<file path="config.mk">
export PLATFORM = sky130hd
export DESIGN_NAME = parser_collect_segs
export DESIGN_NICKNAME = d
export VERILOG_FILES = /design/src/rtl/parser_collect_segs.sv
export SDC_FILE = /design/constraint.sdc
export NUM_CORES = 2
export LEC_CHECK = 0
export BUFFER_PORTS_ARGS = -buffer_cell sky130_fd_sc_hd__buf_2
export CAP_MARGIN = 20
export CORE_AREA = 3 3 626 628
export CTS_CLUSTER_DIAMETER = 40
export DETAILED_ROUTE_END_ITERATION = 7
export DIE_AREA = 0 0 629 631
export GPL_TIMING_DRIVEN = 1
export PLACE_DENSITY = 0.3
export RECOVER_POWER = 25
export SLEW_MARGIN = 25
export SYNTH_ARGS = -nofsm -noshare
export SYNTH_HDL_FRONTEND = slang
export SYNTH_SLANG_ARGS = --single-unit
</file>
<file path="constraint.sdc">
create_clock -name axis_clk -period 2.4 [get_ports axis_clk]
set_clock_uncertainty 0.15 [all_clocks]
set_input_delay 0 -clock axis_clk [delete_from_list [all_inputs] [get_ports axis_clk]]
set_output_delay 0 -clock axis_clk [all_outputs]
set_load 0.03 [all_outputs]
</file>
<file path="src/rtl/parser_collect_segs.sv">
// Header-segment collector: packs the first C_NUM_SEGS beats of each AXI-Stream packet
// into one wide word with first-beat tuser and an early VLAN ID, then hands it off on valid/ready.
module parser_collect_segs #(
    parameter int C_AXIS_DATA_WIDTH  = 256,
    parameter int C_AXIS_TUSER_WIDTH = 128,
    parameter int C_NUM_SEGS         = 4,
    parameter int C_VLAN_OFFSET      = 116
) (
    input  logic                                       axis_clk,
    input  logic                                       aresetn,
    input  logic [C_AXIS_DATA_WIDTH-1:0]               s_axis_tdata,
    input  logic [C_AXIS_TUSER_WIDTH-1:0]              s_axis_tuser,
    input  logic [C_AXIS_DATA_WIDTH/8-1:0]             s_axis_tkeep,
    input  logic                                       s_axis_tvalid,
    input  logic                                       s_axis_tlast,
    output logic                                       s_axis_tready,
    input  logic                                       segs_ready,
    output logic [C_NUM_SEGS*C_AXIS_DATA_WIDTH-1:0]    tdata_segs,
    output logic [C_AXIS_TUSER_WIDTH-1:0]              tuser_1st,
    output logic [$clog2(C_NUM_SEGS+1)-1:0]            segs_num,
    output logic [C_AXIS_DATA_WIDTH/8-1:0]             last_tkeep,
    output logic                                       segs_trunc,
    output logic                                       segs_valid,
    output logic [11:0]                                vlan,
    output logic                                       vlan_valid,
    output logic [1:0]                                 dbg_state
);

    localparam int W  = C_AXIS_DATA_WIDTH;
    localparam int UW = C_AXIS_TUSER_WIDTH;
    localparam int KW = C_AXIS_DATA_WIDTH / 8;
    localparam int SW = $clog2(C_NUM_SEGS + 1);

    // Handshake: a beat moves on s_axis when s_axis_tvalid && s_axis_tready at a rising
    // axis_clk edge; the segment bundle moves when segs_valid && segs_ready, and segs_* hold
    // steady while segs_valid is high and segs_ready is low.

    typedef enum logic [1:0] {
        IDLE    = 2'd0,
        COLLECT = 2'd1,
        DRAIN   = 2'd2,
        OUTPUT  = 2'd3
    } state_t;

    state_t              state_q, state_d;
    logic [C_NUM_SEGS*W-1:0] segs_q, segs_d;
    logic [UW-1:0]       tuser_q, tuser_d;
    logic [SW-1:0]       segs_num_q, segs_num_d;
    logic [KW-1:0]       last_tkeep_q, last_tkeep_d;
    logic                trunc_q, trunc_d;
    logic                segs_valid_q, segs_valid_d;
    logic [11:0]         vlan_q, vlan_d;
    logic                vlan_valid_q, vlan_valid_d;
    logic                beat_acc;

    assign s_axis_tready = aresetn && (state_q != OUTPUT);
    assign beat_acc      = s_axis_tvalid && s_axis_tready;

    always_comb begin
        state_d      = state_q;
        segs_d       = segs_q;
        tuser_d      = tuser_q;
        segs_num_d   = segs_num_q;
        last_tkeep_d = last_tkeep_q;
        trunc_d      = trunc_q;
        vlan_d       = vlan_q;
        vlan_valid_d = 1'b0;

        case (state_q)
            IDLE: begin
                if (beat_acc) begin
                    // Clearing the unused segments keeps short packets free of stale data
                    segs_d        = '0;
                    segs_d[0 +: W] = s_axis_tdata;
                    tuser_d       = s_axis_tuser;
                    vlan_d        = s_axis_tdata[C_VLAN_OFFSET +: 12];
                    vlan_valid_d  = 1'b1;
                    segs_num_d    = SW'(1);
                    last_tkeep_d  = s_axis_tkeep;
                    trunc_d       = 1'b0;
                    if (s_axis_tlast) begin
                        state_d = OUTPUT;
                    end else if (C_NUM_SEGS == 1) begin
                        state_d = DRAIN;
                        trunc_d = 1'b1;
                    end else begin
                        state_d = COLLECT;
                    end
                end
            end
            COLLECT: begin
                if (beat_acc) begin
                    for (int i = 0; i < C_NUM_SEGS; i++) begin
                        if (segs_num_q == SW'(i)) segs_d[i*W +: W] = s_axis_tdata;
                    end
                    segs_num_d   = segs_num_q + SW'(1);
                    last_tkeep_d = s_axis_tkeep;
                    if (s_axis_tlast) begin
                        state_d = OUTPUT;
                    end else if (segs_num_d == SW'(C_NUM_SEGS)) begin
                        state_d = DRAIN;
                        trunc_d = 1'b1;
                    end
                end
            end
            DRAIN: begin
                if (beat_acc && s_axis_tlast) state_d = OUTPUT;
            end
            OUTPUT: begin
                if (segs_ready) state_d = IDLE;
            end
            default: state_d = IDLE;
        endcase

        segs_valid_d = (state_d == OUTPUT);
    end

    always_ff @(posedge axis_clk) begin
        if (!aresetn) begin
            state_q      <= IDLE;
            segs_q       <= '0;
            tuser_q      <= '0;
            segs_num_q   <= '0;
            last_tkeep_q <= '0;
            trunc_q      <= 1'b0;
            segs_valid_q <= 1'b0;
            vlan_q       <= '0;
            vlan_valid_q <= 1'b0;
        end else begin
            state_q      <= state_d;
            segs_q       <= segs_d;
            tuser_q      <= tuser_d;
            segs_num_q   <= segs_num_d;
            last_tkeep_q <= last_tkeep_d;
            trunc_q      <= trunc_d;
            segs_valid_q <= segs_valid_d;
            vlan_q       <= vlan_d;
            vlan_valid_q <= vlan_valid_d;
        end
    end

    assign tdata_segs = segs_q;
    assign tuser_1st  = tuser_q;
    assign segs_num   = segs_num_q;
    assign last_tkeep = last_tkeep_q;
    assign segs_trunc = trunc_q;
    assign segs_valid = segs_valid_q;
    assign vlan       = vlan_q;
    assign vlan_valid = vlan_valid_q;
    assign dbg_state  = state_q;

endmodule

</file>
After elaboration in Yosys (flattened, before gate mapping)
Index checks and enable logic that the tools add are counted.

Add/subtract/negate cells: 1. Eq/ne operators: 17. Mux-type cells: 24. Reduce and logical (&&, ||, !) cells: 16.

Operators by type and width (number): 2-to-1 mux 1024 bit (2); one-hot mux 1024 bit (2 select lines) (1); 2-to-1 mux 256 bit (4); != test 2 bit, second input constant (9); AND reduction 4 bit (4); 2-to-1 mux 2 bit (7); one-hot mux 2 bit (4 select lines) (1); == test 2 bit, second input constant (3); == test 3 x 2 -> 1 bit, second input constant (2); 2-to-1 mux 3 bit (2); one-hot mux 3 bit (2 select lines) (1); AND reduction 2 bit (3); 2-to-1 mux 1 bit (5); AND reduction 5 bit (1); adder 3 x 1 -> 3 bit, second input constant (1); == test 3 x 1 -> 1 bit, second input constant (1); == test 3 bit, second input constant (1); logical AND 1 bit (3); zero test 3 bit (1); AND reduction 3 bit (1); == test 2 x 1 -> 1 bit, second input constant (1); zero test 2 bit (1); one-hot mux 1 bit (2 select lines) (1); nonzero test 2 bit (1); OR reduction 2 bit (1).

Flip-flop bits (word level): 1204. Input bits: 421. Output and inout port bits: 1205. Logic and storage cells: 70.

Longest topological paths before layout
Word-level depth: 7. Depth in mapped cells: 7. Mapped depth without buffers: 5.

Worst setup path before layout
No wires, ideal clock.

Kind: register to register. Start: register segs_num_q[0], in the netlist segs_num[0]. End: register segs_q[0], in the netlist tdata_segs[0]. Setup time: 0.072 ns. Data arrival time: 1.710 ns. Data required time: 2.178 ns. Setup slack: 0.468 ns. Cell stages (with the launch flop): 8. Buffers on the path: 2. Period minus slack after synthesis: 1.932 ns. Path through: dfxtp_1 inv_1 ha_1 nor2b_1 o21ai_4 buf_6 buf_6 mux2i_1.

Longest elaborated chain between the ends: 3.

Ends and longest elaborated chain: start, declared (RTL line 48) `logic [SW-1:0] segs_num_q, segs_num_d;`; start signal, assigned (RTL line 133) `segs_num_q <= segs_num_d;`; zero test 3 bit (RTL line 94) `if (segs_num_q == SW'(i)) segs_d[i*W +: W] = s_axis_tdata;`; != test 2 bit (no source line); AND reduction 4 bit (no source line); end signal, assigned (RTL line 131) `segs_q <= segs_d;`; end, declared (RTL line 46) `logic [C_NUM_SEGS*W-1:0] segs_q, segs_d;`.

No other way between the ends. A chain may end at the register's enable or synchronous reset.

Worst setup path in the final report
Start: register state_q[1], in the netlist dbg_state[1]. End: register last_tkeep_q[0], in the netlist last_tkeep[0].

Longest elaborated chain between the ends: 4. Elaborated cells between the ends (all ways): 7. Those cells by class: eq/ne: 2; reduce/logical: 5.

Ends and longest elaborated chain: start, declared (RTL line 45) `state_t state_q, state_d;`; start signal, assigned (RTL line 130) `state_q <= state_d;`; != test 2 bit (RTL line 56) `assign s_axis_tready = aresetn && (state_q != OUTPUT);`; logical AND 1 bit (RTL line 56); logical AND 1 bit (RTL line 57) `assign beat_acc = s_axis_tvalid && s_axis_tready;`; AND reduction 2 bit (no source line) *; end signal, assigned (RTL line 134) `last_tkeep_q <= last_tkeep_d;`; end, declared (RTL line 49) `logic [KW-1:0] last_tkeep_q, last_tkeep_d;`.

Every way passes the cells marked *; elsewhere a longest branch is shown, timed or not.

==> flow_summary.ini <==
[run_status]
outcome = completed

[clocking]
cts-root-buf = clkbuf_16
htreeDepth = 5
cts_made_buffers = 313
cts.sinks = 1204
insertion_delay_ps = 880
cts_tree = yes
cts.path.max_buffers = 4
path_clk_slew_ps = 40

[global_routing]
overflow = 0
grt_antenna_before_repair = 78
grt_pass1_vias = 45760
track_usage_pct = 14.63
grt_max_degree = 174
grt_first_pass_wirelength_mm = 403.8

[floorplanning]
start_util_pct = 11.57
die_area_um2 = 396900
die_y_um = 631
core_um2 = 386000
ios = 1626
row_count = 228
die_w_um = 629

[place]
port_buffers = 1625
dp_slack_ps = 157.0
place.detailed.hpwl_mm = 241.4
placed_area_um2 = 59330
gp_congestion = 0.8376

[yosys]
syn_nets = 5067
synth_cell_types = 31
synth-edff-count = 0
syn_inst = 4640
synth-seq-cells = 1204
synth_area_leaders = dfxtp_1 (54%), mux2i_1 (23%), nand2_1 (14%), inv_1 (2.2%), buf_6 (2.0%)
synthArstFlopShare_pct = 0
ys.flop_type = dfxtp_1
syn_area_um2 = 44650
syn_avg_cell_area_um2 = 9.622
ys_seq_area_share_pct = 53.99
ys.warnings.count = 0
synth_top_area_share_pct = 53.99
netlist.top_cell.by_area = dfxtp_1

[worst_setup_path]
r2r.worst_path.cells = 5
cp_slowest_cell = dlygate4sd3_1
cp.buffers_inverters = 2
crit_path_start_kind = flip-flop
criticalPathCategory = reg -> reg
crit_fanout = 7
path_cells = and3b_2 -> nand2_1 -> dlygate4sd3_1 -> a21boi_0 -> dlygate4sd3_1
crit_required_ps = 3060
cp_num_cells = 5
cpLargestDelayFamily = buffers and inverters
cp-end-kind = flip-flop
worstPathArrival_ps = 2970
critPathMaxStageDelay_ps = 560
crit_top_cell = dlygate4sd3_1

[layout]
final_common_cell = nand2_1
final_cell_mix = nand2_1 (1625), dfxtp_1 (1204), buf_2 (1025)
syn2layout_area_growth_pct = 77.73
design_area_um2 = 79350
nFillCells = 42980
nets = 7820
drive_above_1_share_pct = 22.90

[drt]
antenna_left = 0
via_per_inst = 3.415
highest_layer = met5
wl_per_cell_um = 23.73
wirelength_mm = 305.2
dr.pass1.iters = 7
drc = 0
routed-wl-met2_mm = 160.8
met3WireLength_mm = 21.29
vias = 43910
m1WireLength_mm = 112.9
drtIter0Drc = 1739

[sta]
slew_headroom_pct = 37.85
setup_ws_ps = 89.58
post-route-min-period_ps = 2310
hold_viol = 0
drv_slew = 0
tns_ps = 0
worstMarginPinSlew_ps = 932.3
rsz0062_at_grt = false
max_freq_ghz = 0.4328
finalCritPeriodShare_pct = 96.27
setup_viol = 0

[job]
maxCapViolCount = 0

[hold_path]
hold_class = in -> reg
min_path_cells = 4

[power_and_ir_drop]
ir_drop_mv = 0.5553
power_uw = 73200
powerDensity_nw_per_um2 = 922.4
p_leak_uw = 0.03759
through the flow:
stage	utilization, %	cells	hold WS [ps]
global placement	15.37	11300	45.73
CTS	20.66	12810	4.191
finish	20.56	12860	83.25
global route	20.55	12840	0.9629
detailed placement	15.37	11300	53.63
floorplan	-	4640	-41.38
worst paths after layout:
kind	start	to	slack, ps
worst max-delay path	dbg_state[1]	last_tkeep[0]	90
worst min-delay path	s_axis_tdata[194]	tdata_segs[962]	80
worst max register to register	dbg_state[1]	last_tkeep[0]	90
worst min register to register	tuser_1st[118]	tuser_1st[118]	300
area by class of cell:
cell class	count	area [µm²]	area share, %
well taps	5175	6475	8.160
clock buffers	417	8853	11.16
repair buffers	2752	19060	24.02
diodes	35	87.58	0.1104
flip-flops and latches	1204	24100	30.38
clock inverters	155	2156	2.717
inverters	260	975.9	1.230
multi-input cells	2862	17640	22.23
tightest hold or removal path, cell delays in order:
cell           delay, ps
dlygate4sd3_1        530
buf_2                140
nand2_1              300
mux2i_1              120
registers in the layout, indices dropped and copies added (netlist names):
name	flops
segs_valid	1
vlan_valid	1
vlan	12
last_tkeep	32
tuser_1st	128
segs_num	3
tdata_segs	1024
segs_trunc	1
dbg_state	2
cell families (layout without fill, tap and decap cells):
kind of cell	count (synthesis)	count (layout)	share of synthesized area [%]
compound gates	183	183	2.332
fa+ha+maj	6	6	0.1681
buf+inv	574	3584	6.549
flops	1204	1204	53.99
mux	1024	1024	22.96
other cells	0	35	0
simple gates	1649	1649	14.01
timing repair:
action                                  4_1_cts  5_1_grt
hold buffers                                940        0
resized for setup                             0        3
buffers inserted                              0       12
endpoints found under the setup margin        0       51
endpoints found under the hold margin      1204        0
layer usage:
metal  vias to the layer above  track usage (%)
li1                      20630                -
met1                     21430            15.29
met2                      1393            27.57
met3                       431            4.688
met4                        30            4.442
met5                         -                0
cell usage after synthesis (2+ instances only):
cell	n
a21boi_0	35
a21oi_1	2
and3b_1	2
buf_2	51
buf_4	26
buf_6	81
clkbuf_1	155
dfxtp_1	1204
ha_1	6
inv_1	259
mux2i_1	1024
nand2_1	1625
nand2b_1	2
nand3_1	7
nor2b_1	4
o21ai_0	140
o21ai_4	3
where the power goes:
group	switching [µW]	total, µW	internal, µW
sequential	457	21300	20900
clock	14500	43900	29400
combinational	5170	7970	2800
Note: power is estimated with default switching activity, not from simulation.
